<file path="src/rtl/all_pkgs.sv">
// Shared core package: datapath width plus the fetch-stage types and constants.
package all_pkgs;

  localparam int WIDTH = 32;

  // Canonical RV32 NOP (addi x0, x0, 0), shown on IF/ID whenever it is empty.
  localparam logic [31:0] INSTR_NOP = 32'h0000_0013;

  // Byte distance between sequential instruction words.
  localparam int PC_STEP = 4;

  // REQ: request driven; WAIT: one outstanding; HOLD: skid full; DRAIN: stale response owed.
  typedef enum logic [1:0] {
    REQ   = 2'd0,
    WAIT  = 2'd1,
    HOLD  = 2'd2,
    DRAIN = 2'd3
  } fetch_state_t;

endpackage

</file>
<file path="src/rtl/if_skid_buf.sv">
// One-entry pc+instr holding register. Parks a fetched instruction while
// decode is stalled and the IF/ID register is still occupied.
module if_skid_buf
  import all_pkgs::*;
#(
  parameter int WIDTH = all_pkgs::WIDTH
) (
  input  logic             clk,
  input  logic             rst,
  input  logic             i_load,
  input  logic             i_clear,
  input  logic [WIDTH-1:0] i_pc,
  input  logic [31:0]      i_instr,
  output logic             o_valid,
  output logic [WIDTH-1:0] o_pc,
  output logic [31:0]      o_instr
);

  logic             r_valid;
  logic [WIDTH-1:0] r_pc;
  logic [31:0]      r_instr;

  // Entry register; clear wins over load so a flush can never be undone.
  // NOTE: sequential state uses non-blocking (<=) so every register samples pre-edge values.
  always_ff @(posedge clk) begin
    if (rst) begin
      r_valid <= 1'b0;
      // NOTE: the payload is reset too (it is one entry, not a memory), so its value is never X.
      r_pc    <= '0;
      r_instr <= INSTR_NOP;
    end else if (i_clear) begin
      r_valid <= 1'b0;
    end else if (i_load) begin
      r_valid <= 1'b1;
      r_pc    <= i_pc;
      r_instr <= i_instr;
    end
  end

  assign o_valid = r_valid;
  assign o_pc    = r_pc;
  assign o_instr = r_instr;

endmodule

</file>
<file path="src/rtl/fetch_stage.sv">
// Instruction-fetch stage: owns the PC, issues single-outstanding imem
// requests, fills the IF/ID register and applies EX branch redirects.
// Optional macro FETCH_PERF_CNT_EN adds saturating redirect/stall counters.
module fetch_stage
  import all_pkgs::*;
#(
  parameter int               WIDTH    = all_pkgs::WIDTH,
  parameter logic [WIDTH-1:0] RESET_PC = '0
) (
  input  logic             clk,
  input  logic             rst,
  input  logic             ex_branch,
  input  logic             ex_branch_taken,
  input  logic [WIDTH-1:0] ex_target,
  input  logic             id_stall,
  output logic             imem_req_valid,
  output logic [WIDTH-1:0] imem_req_addr,
  input  logic             imem_req_ready,
  input  logic             imem_rsp_valid,
  input  logic [31:0]      imem_rsp_data,
  output logic             if_valid,
  output logic [WIDTH-1:0] if_pc,
  output logic [31:0]      if_instr
`ifdef FETCH_PERF_CNT_EN
  ,
  output logic [31:0]      perf_redirects,
  output logic [31:0]      perf_stall_cycles
`endif
);

  fetch_state_t     r_state;
  fetch_state_t     w_state_next;
  logic [WIDTH-1:0] r_pc;
  logic [WIDTH-1:0] w_pc_next;
  logic [WIDTH-1:0] r_fetch_pc;
  logic             r_if_valid;
  logic [WIDTH-1:0] r_if_pc;
  logic [31:0]      r_if_instr;

  logic             w_redirect;
  logic [WIDTH-1:0] w_target;
  logic [WIDTH-1:0] w_seq_pc;
  logic             w_accept;
  logic             w_slot_free;
  logic             w_capture;
  logic             w_load_rsp;
  logic             w_load_skid;
  logic             w_skid_load;
  logic             w_skid_clear;
  logic             w_skid_valid;
  logic [WIDTH-1:0] w_skid_pc;
  logic [31:0]      w_skid_instr;

  // A taken flag alone is meaningless unless EX really holds a branch.
  assign w_redirect  = ex_branch & ex_branch_taken;
  assign w_target    = ex_target & ~WIDTH'(3);
  assign w_seq_pc    = r_fetch_pc + WIDTH'(PC_STEP);
  assign w_slot_free = ~r_if_valid | ~id_stall;

  // Request is held low during the reset cycle itself.
  assign imem_req_valid = (r_state == REQ) & ~rst;
  assign imem_req_addr  = r_pc;
  assign w_accept       = imem_req_valid & imem_req_ready;

  // Next-state, next-PC and datapath strobes; a redirect overrides everything.
  always_comb begin
    // NOTE: every output gets a default first so no path can infer a latch.
    w_state_next = r_state;
    w_pc_next    = r_pc;
    w_capture    = 1'b0;
    w_load_rsp   = 1'b0;
    w_load_skid  = 1'b0;
    w_skid_load  = 1'b0;
    w_skid_clear = 1'b0;
    case (r_state)
      REQ: begin
        if (w_accept) begin
          w_capture    = 1'b1;
          // An address accepted alongside a redirect is still owed a response.
          w_state_next = w_redirect ? DRAIN : WAIT;
        end
      end
      WAIT: begin
        if (w_redirect) begin
          w_state_next = imem_rsp_valid ? REQ : DRAIN;
        end else if (imem_rsp_valid) begin
          w_pc_next = w_seq_pc;
          if (w_slot_free) begin
            w_load_rsp   = 1'b1;
            w_state_next = REQ;
          end else begin
            w_skid_load  = 1'b1;
            w_state_next = HOLD;
          end
        end
      end
      HOLD: begin
        if (w_redirect) begin
          w_state_next = REQ;
        end else if (!id_stall && w_skid_valid) begin
          w_load_skid  = 1'b1;
          w_skid_clear = 1'b1;
          w_state_next = REQ;
        end
      end
      DRAIN: begin
        if (imem_rsp_valid) begin
          w_state_next = REQ;
        end
      end
      default: w_state_next = REQ;
    endcase
    if (w_redirect) begin
      w_pc_next    = w_target;
      w_skid_clear = 1'b1;
      w_load_rsp   = 1'b0;
      w_load_skid  = 1'b0;
      w_skid_load  = 1'b0;
    end
  end

  // State, PC and in-flight fetch address registers.
  always_ff @(posedge clk) begin
    if (rst) begin
      r_state    <= REQ;
      r_pc       <= RESET_PC;
      r_fetch_pc <= RESET_PC;
    end else begin
      r_state <= w_state_next;
      r_pc    <= w_pc_next;
      if (w_capture) begin
        r_fetch_pc <= r_pc;
      end
    end
  end

  // IF/ID register: flush, then new response, then skid refill, then consume.
  always_ff @(posedge clk) begin
    if (rst) begin
      r_if_valid <= 1'b0;
      r_if_pc    <= '0;
      r_if_instr <= INSTR_NOP;
    end else if (w_redirect) begin
      r_if_valid <= 1'b0;
      r_if_instr <= INSTR_NOP;
    end else if (w_load_rsp) begin
      r_if_valid <= 1'b1;
      r_if_pc    <= r_fetch_pc;
      r_if_instr <= imem_rsp_data;
    end else if (w_load_skid) begin
      r_if_valid <= 1'b1;
      r_if_pc    <= w_skid_pc;
      r_if_instr <= w_skid_instr;
    end else if (!id_stall) begin
      // Decode took the instruction this cycle and nothing replaces it.
      r_if_valid <= 1'b0;
      r_if_instr <= INSTR_NOP;
    end
  end

  assign if_valid = r_if_valid;
  assign if_pc    = r_if_pc;
  assign if_instr = r_if_instr;

  if_skid_buf #(
    .WIDTH (WIDTH)
  ) u_skid (
    .clk     (clk),
    .rst     (rst),
    .i_load  (w_skid_load),
    .i_clear (w_skid_clear),
    .i_pc    (r_fetch_pc),
    .i_instr (imem_rsp_data),
    .o_valid (w_skid_valid),
    .o_pc    (w_skid_pc),
    .o_instr (w_skid_instr)
  );

`ifdef FETCH_PERF_CNT_EN
  logic [31:0] r_perf_redirects;
  logic [31:0] r_perf_stall_cycles;

  // Saturating event counters for redirects and stalled-occupied cycles.
  always_ff @(posedge clk) begin
    if (rst) begin
      r_perf_redirects    <= '0;
      r_perf_stall_cycles <= '0;
    end else begin
      if (w_redirect && (r_perf_redirects != 32'hFFFF_FFFF)) begin
        r_perf_redirects <= r_perf_redirects + 32'd1;
      end
      if (id_stall && r_if_valid && (r_perf_stall_cycles != 32'hFFFF_FFFF)) begin
        r_perf_stall_cycles <= r_perf_stall_cycles + 32'd1;
      end
    end
  end

  assign perf_redirects    = r_perf_redirects;
  assign perf_stall_cycles = r_perf_stall_cycles;
`endif

endmodule

</file>
<file path="config.mk">
export PLATFORM = sky130hd
export DESIGN_NAME = fetch_stage
export DESIGN_NICKNAME = d
export VERILOG_FILES = /design/src/rtl/all_pkgs.sv /design/src/rtl/if_skid_buf.sv /design/src/rtl/fetch_stage.sv
export SDC_FILE = /design/constraint.sdc
export NUM_CORES = 1
export LEC_CHECK = 0
export ABC_AREA = 1
export CAP_MARGIN = 20
export CELL_PAD_IN_SITES_DETAIL_PLACEMENT = 0
export CELL_PAD_IN_SITES_GLOBAL_PLACEMENT = 2
export CORE_UTILIZATION = 28
export CTS_CLUSTER_DIAMETER = 150
export DETAILED_ROUTE_END_ITERATION = 10
export PLACE_DENSITY = 0.87
export RECOVER_POWER = 25
export SYNTH_ARGS = -nofsm -noshare
export SYNTH_HDL_FRONTEND = slang
export SYNTH_SLANG_ARGS = --single-unit
</file>
<file path="constraint.sdc">
create_clock -name clk -period 1.6 [get_ports clk]
set_input_delay 0.32 -clock clk [delete_from_list [all_inputs] [get_ports clk]]
set_output_delay 0.32 -clock clk [all_outputs]
set_load 0.02 [all_outputs]
</file>
==> results of run 1 <==
## power by group through the flow
stage / Sequential (uW) / Combinational [uW] / Clock (uW)
after floorplan: 5460 / 673 / 0
after global placement: 5340 / 1600 / 0
after detailed placement: 5340 / 1600 / 0
after CTS: 5230 / 1550 / 4730
after global routing: 5270 / 1860 / 4970
final: 5230 / 1710 / 4640
## repair_timing
action / 4_1_cts / 5_1_grt
pin swaps: 2 / 17
gates cloned: 0 / 10
buffers inserted: 4 / 5
setup endpoints to repair: 110 / 144
resized for setup: 115 / 159
## worst max path at each step
stage,to,slack (ns)
finish,if_instr[13]$_SDFFE_PP0P_,-0.03
global route,if_instr[2]$_SDFFE_PP0P_,-0.10
CTS,imem_req_addr[20]$_SDFFE_PP0P_,0.003
detailed placement,if_instr[29]$_SDFFE_PP0P_,-0.41
global placement,if_instr[30]$_SDFFE_PP0P_,-0.36
floorplan,r_fetch_pc[10]$_SDFFE_PP0P_,0.09
## layout make-up
type | instances | share of cell area, %
Tap cell | 390 | 4.002
Inverter | 107 | 3.489
Clock inverter | 15 | 1.806
Antenna cell | 1 | 0.02052
Timing Repair Buffer | 259 | 21.72
Sequential cell | 196 | 32.33
Clock buffer | 17 | 3.489
Multi-Input combinational cell | 828 | 33.14
## layout by cell type (no fill, tap or decap), drive strengths merged
cell | synthesis | layout
nand2 | 255 | 255
o21ai | 203 | 203
dfxtp | 196 | 196
nor2 | 148 | 148
a21oi | 147 | 147
inv | 107 | 113
dlygate4sd2 | 0 | 97
buf | 29 | 85
clkdlybuf4s50 | 0 | 67
nand3 | 50 | 50
clkbuf | 41 | 26
a31oi | 10 | 10
clkinv | 0 | 8
or2 | 6 | 6
nand4 | 2 | 2
o211ai | 2 | 2
diode | 0 | 1
nor3 | 1 | 1
o21a | 1 | 1
nand3b | 1 | 1
o22ai | 1 | 1
ha | 1 | 1
bufinv | 0 | 1
dlygate4sd3 | 0 | 1
## metrics by stage
| stage | cell area [um^2] | hold WS (ns) | util (%) | setup TNS, ns |
|---|---|---|---|---|
| after floorplan | 8422 | 0.4245 | - | 0 |
| after global placement | 10960 | 0.4324 | 36.99 | -53.09 |
| after detailed placement | 10960 | 0.4377 | 36.99 | -55.92 |
| after CTS | 11550 | 0.4495 | 38.99 | 0 |
| after global routing | 12190 | 0.4652 | 41.14 | -2.878 |
| final | 12190 | 0.4506 | 41.14 | -0.1526 |
## critical path, cell delays in order (launching register included)
cell	delay (ns)
dfxtp_4	0.38
inv_4	0.08
nand2_4	0.07
nor2_8	0.14
nand2_8	0.07
buf_6	0.12
nor2_4	0.11
buf_12	0.14
nor2_4	0.07
buf_12	0.15
a21oi_1	0.15
nor2_1	0.05
## cells by family after synthesis
logic type / count (synthesis)
simple gates: 463
flops: 196
fa+ha+maj: 1
compound gates: 364
buf+inv: 177
## layer usage
metal	track usage (%)	share of wire (%)
met5	0	0
met4	4.420	1.5
met3	2.511	4.9
met2	26.98	46
met1	23.31	48
## registers in the layout, indices dropped and copies added, names as in the netlist
| signal | count |
|---|---|
| if_valid | 1 |
| u_skid.o_valid | 1 |
| if_pc | 32 |
| if_instr | 32 |
| r_state | 2 |
| u_skid.o_instr | 32 |
| r_fetch_pc | 32 |
| u_skid.o_pc | 32 |
| imem_req_addr | 32 |
==> impl_metrics.yaml, run 1 <==
timing:
  setup_slack_ns: -0.02936
  period_minus_slack_ns: 1.629
  maxSlewHeadroom_pct: 76.44
  slew_viol_final: 0
  tightest_slew_ns: 0.3534
  finalSetupViolCount: 11
  rsz0062_at_grt: "yes"
  period_share_pct: 101.8
  hold_viol_final: 0
  max_freq_ghz: 0.6137
  fin_skew_ns: 0.01473
routing:
  routed_wirelength_mm: 27.33
  ant_nets: 0
  vias: 8491
  drt-pass1-iter-count: 5
  avgViaCountPerCell: 4.683
  wl_per_cell_um: 15.07
  drc_errors: 0
  drt_iter0_drc: 541
logic_synthesis:
  synth_enable_flop_cells: 0
  synth_top_family_by_area: "simple AND/OR/NAND/NOR gates"
  yosys.area_share.simple_pct: 22.48
  synth_top_area_share_pct: 46.60
  syn_inst: 1201
  synth_cell_type_count: 30
  synth_seq_cells: 196
  synth_most_common_cell: "nand2_1"
  synthTopCellsByArea: "dfxtp_1 47%, o21ai_0 11%, nand2_1 11%, a21oi_1 8.7%, nor2_1 6.4%"
  syn_area_per_cell_um2: 7.010
  synthArstFlopShare_pct: 0
  synth-seq-area-share_pct: 46.60
  synth_xor_area_share_pct: 0
  synth-compound-area-share_pct: 21.89
  synthTopCellsByCount: "249 x nand2_1, 196 x dfxtp_1, 188 x o21ai_0"
  synthMuxAreaShare_pct: 0
  synthAdderAreaFrac_pct: 0.1486
  synthFlopType: "dfxtp_1"
  synth.largest_area_cell: "dfxtp_1"
  netlist_area_mm2: 0.008419
  syn-num-nets: 1273
  yosys_warnings: 0
finish:
  final_nets: 1481
  syn_to_final_growth_pct: 44.82
  multiInputGateArea_mm2: 0.004040
  fill_cells: 3137
  fin_cells: 1813
  seqCellArea_mm2: 0.003943
  drive_gt1_share_pct: 15.82
clocking:
  h-tree-depth: 4
  clk_latency_ns: 0.45
  cts_max_path_buffers: 2
  clock-root-buffer: "clkbuf_16"
  cts_hold_buf: 0
  clock_sinks: 196
  cts_tree: "yes"
  clkSlewWorstSetupHoldPaths_ns: 0.09
  cts_buffers: 17
global_route:
  grt-ovfl-total: 0
  grt_max_degree: 62
  grt_pass1_vias: 7711
  grt_usage_pct: 16.78
  antenna_found_initial: 2
  grt_pass1_wl_mm: 40.90
pwr:
  p_int_uw: 8138
  power_frac_seq_pct: 45.2
  p_per_area_mw_per_mm2: 949.4
  p_comb_share_pct: 14.7
  swShare_pct: 29.70
  finalPower_uw: 11580
  peakVddDrop_v: 0.0007434
  leakage_uw: 0.005012
  p_sw_uw: 3437
  clkPwrFrac_pct: 40.0
floorplanning:
  rows: 63
  start_util_pct: 28.41
  dieArea_mm2: 0.03077
  core_mm2: 0.02964
  die_h_um: 175.4
  die_x_um: 175.4
  ios: 169
worst_hold_path:
  hold_depth: 2
  whs_endpoint: "u_skid.o_instr[7]$_SDFFE_PP0P_"
  min_from: "u_skid.o_instr[7]$_SDFFE_PP0P_"
  hold_class: "reg -> reg"
critical_path:
  r2r-end: "if_instr[13]$_SDFFE_PP0P_"
  worstPathArrival_ns: 1.98
  worstPathRequired_ns: 1.95
  reg2reg_from: "r_state[1]$_SDFFE_PP0P_"
  crit_path_start_kind: "register"
  reg2regPathDepth: 11
  regToRegSetupSlack_ns: -0.03
  path_max_fanout: 12
  crit_type: "reg -> reg"
  critPathLaunch: "r_state[1]$_SDFFE_PP0P_"
  critPathCaptureType: "register"
outcome:
  status: "finished with violations"
  violations: "setup timing"
placed_design:
  dpl.hpwl_mm: 18.71
  io_buffer_count: 166
  place_inst: 1762
  pre_cts_ws_ns: -0.4068
  place.gp.congestion: 0.8343
run:
  maxCapViolCount: 0
(Power assumes the default switching activity.)
==> inputs of run 2 (changes only) <==
--- a/config.mk
+++ b/config.mk
@@ -6,12 +6,13 @@
 export NUM_CORES = 1
 export LEC_CHECK = 0
 export ABC_AREA = 1
-export CAP_MARGIN = 20
 export CELL_PAD_IN_SITES_DETAIL_PLACEMENT = 0
 export CELL_PAD_IN_SITES_GLOBAL_PLACEMENT = 2
+export CORE_MARGIN = 2
 export CORE_UTILIZATION = 28
 export CTS_CLUSTER_DIAMETER = 150
 export DETAILED_ROUTE_END_ITERATION = 10
+export GPL_ROUTABILITY_DRIVEN = 1
 export PLACE_DENSITY = 0.87
 export RECOVER_POWER = 25
 export SYNTH_ARGS = -nofsm -noshare
==> impl_metrics.yaml, run 2 (synthesis gave the netlist of run 1 again) <==
outcome:
  status: "finished with violations"
  violations: "setup timing"
routing:
  routed_wirelength_mm: 27.11
  vias: 8408
  wl_per_cell_um: 15.00
  avgViaCountPerCell: 4.653
  drt-pass1-iter-count: 5
  drt_iter0_drc: 543
  ant_nets: 0
  drc_errors: 0
critical_path:
  critPathSlowestCell: "dfxtp_4"
  worstPathArrival_ns: 1.32
  crit_path_start_kind: "register"
  cp_num_cells: 5
  path_cells: "nor2_4 -> inv_2 -> nor2_2 -> buf_4 -> buf_6"
  path_max_fanout: 5
  worstPathRequired_ns: 1.28
  cp_top_family: "flip-flops"
  max_stage_delay_ns: 0.37
  reg2regPathDepth: 11
  critPathCaptureType: "output pin"
  critical_path_buf_inv_count: 3
  crit_type: "reg -> out"
pwr:
  peakVddDrop_v: 0.0006912
  p_per_area_mw_per_mm2: 970.4
  leakage_uw: 0.004957
clocking:
  clk_latency_ns: 0.45
  h-tree-depth: 4
  cts_buffers: 17
  clock_sinks: 196
  clock-root-buffer: "clkbuf_16"
  cts_tree: "yes"
  cts_max_path_buffers: 2
  clkSlewWorstSetupHoldPaths_ns: 0.08
timing:
  fin_skew_ns: 0.02685
  tightest_slew_ns: 0.3671
  rsz0062_at_grt: "yes"
  setup_slack_ns: -0.03861
  finalSetupViolCount: 1
  slew_viol_final: 0
  period_share_pct: 102.4
  period_minus_slack_ns: 1.639
  maxSlewHeadroom_pct: 75.53
  hold_viol_final: 0
  max_freq_ghz: 0.6103
placed_design:
  place_inst: 1761
  io_buffer_count: 166
  place.gp.congestion: 0.8629
  dpl.hpwl_mm: 18.70
finish:
  fin_cells: 1807
  final_nets: 1476
  diodes: 0
  final_common_cell: "nand2_1"
  syn_to_final_growth_pct: 41.51
  most-common-layout-cells: "243 x nand2_1, 191 x dfxtp_1, 182 x o21ai_0"
  fill_cells: 3109
  drive_gt1_share_pct: 12.21
  final_util_pct: 40.20
floorplanning:
  core_mm2: 0.02964
  dieArea_mm2: 0.03147
  die_x_um: 177.4
  die_h_um: 177.4
  ios: 169
  start_util_pct: 28.41
  rows: 63
global_route:
  grt_pass1_vias: 7855
  grt_pass1_wl_mm: 41.61
  antenna_found_initial: 0
  grt-ovfl-total: 0
  grt_usage_pct: 16.72
  grt_max_degree: 62
worst_hold_path:
  hold_depth: 2
  hold_class: "reg -> reg"
run:
  maxCapViolCount: 0
run 2: cell count changes in the layout (fill, tap and decap cells not counted), sizes merged:
cell and delta:
clkdlybuf4s50 +1, clkbuf -4, dlygate4sd3 -1, diode -1, clkinv -1, inv +1, buf -1
run 2: through the flow:
step	area [um^2]	hold WS, ns	setup TNS (ns)	setup slack, ns	power (uW)
3_5_place_dp	10980	0.4393	-49.44	-0.3711	6950
2_1_floorplan	8422	0.4245	0	0.08884	6132
3_3_place_gp	10980	0.4325	-44.77	-0.3435	6947
4_1_cts	11560	0.4507	-0.05927	-0.05927	11520
5_1_grt	11910	0.4568	-2.137	-0.1061	12080
6_report	11910	0.4454	-0.03861	-0.03861	11560
run 2: area by class of cell:
type / count / area [um^2] / area share [%]
sequential: 196 / 3940 / 33.07
multi-input combinational: 828 / 3876 / 32.54
timing repair buffer: 254 / 2551 / 21.41
tap: 390 / 488.0 / 4.096
clock buffer: 17 / 425.4 / 3.571
inverter: 107 / 412.9 / 3.466
clock inverter: 15 / 220.2 / 1.848
run 2: worst min-delay path, cell delays in order, from the launching register on:
cell and delay [ns]:
dfxtp_1 0.30, inv_1 0.05, a21oi_1 0.05
run 2: path summary, 6_finish.rpt:
| path | startpoint | end | slack [ns] |
|---|---|---|---|
| worst min-delay path | u_skid.o_instr[3]$_SDFFE_PP0P_ | u_skid.o_instr[3]$_SDFFE_PP0P_ | 0.45 |
| worst min register to register | u_skid.o_instr[3]$_SDFFE_PP0P_ | u_skid.o_instr[3]$_SDFFE_PP0P_ | 0.45 |
| worst max-delay path | r_state[1]$_SDFFE_PP0P_ | imem_req_valid | -0.04 |
| worst max register to register | r_state[1]$_SDFFE_PP0P_ | if_pc[3]$_SDFFE_PP0P_ | 0.02 |
run 2: metal layers:
metal / global-route usage [%] / wire (um) / vias up
met5: 0 / 0 / -
met4: 4.098 / 192 / 0
met3: 2.935 / 1479 / 10
met2: 26.91 / 12490 / 214
met1: 23.15 / 12940 / 3862
li1: - / - / 4322
run 2: timing repair:
item,CTS,global route
setup buffers,4,4
pin swaps,3,8
resized for setup,108,59
hold buffers,0,0
gates cloned,0,6
setup endpoints to repair,104,119
run 2: report_power, final:
group	internal, uW	switching [uW]	total, uW
logic	734	954	1690
registers	5080	153	5230
clock network	2320	2320	4640
total	8130	3430	11600
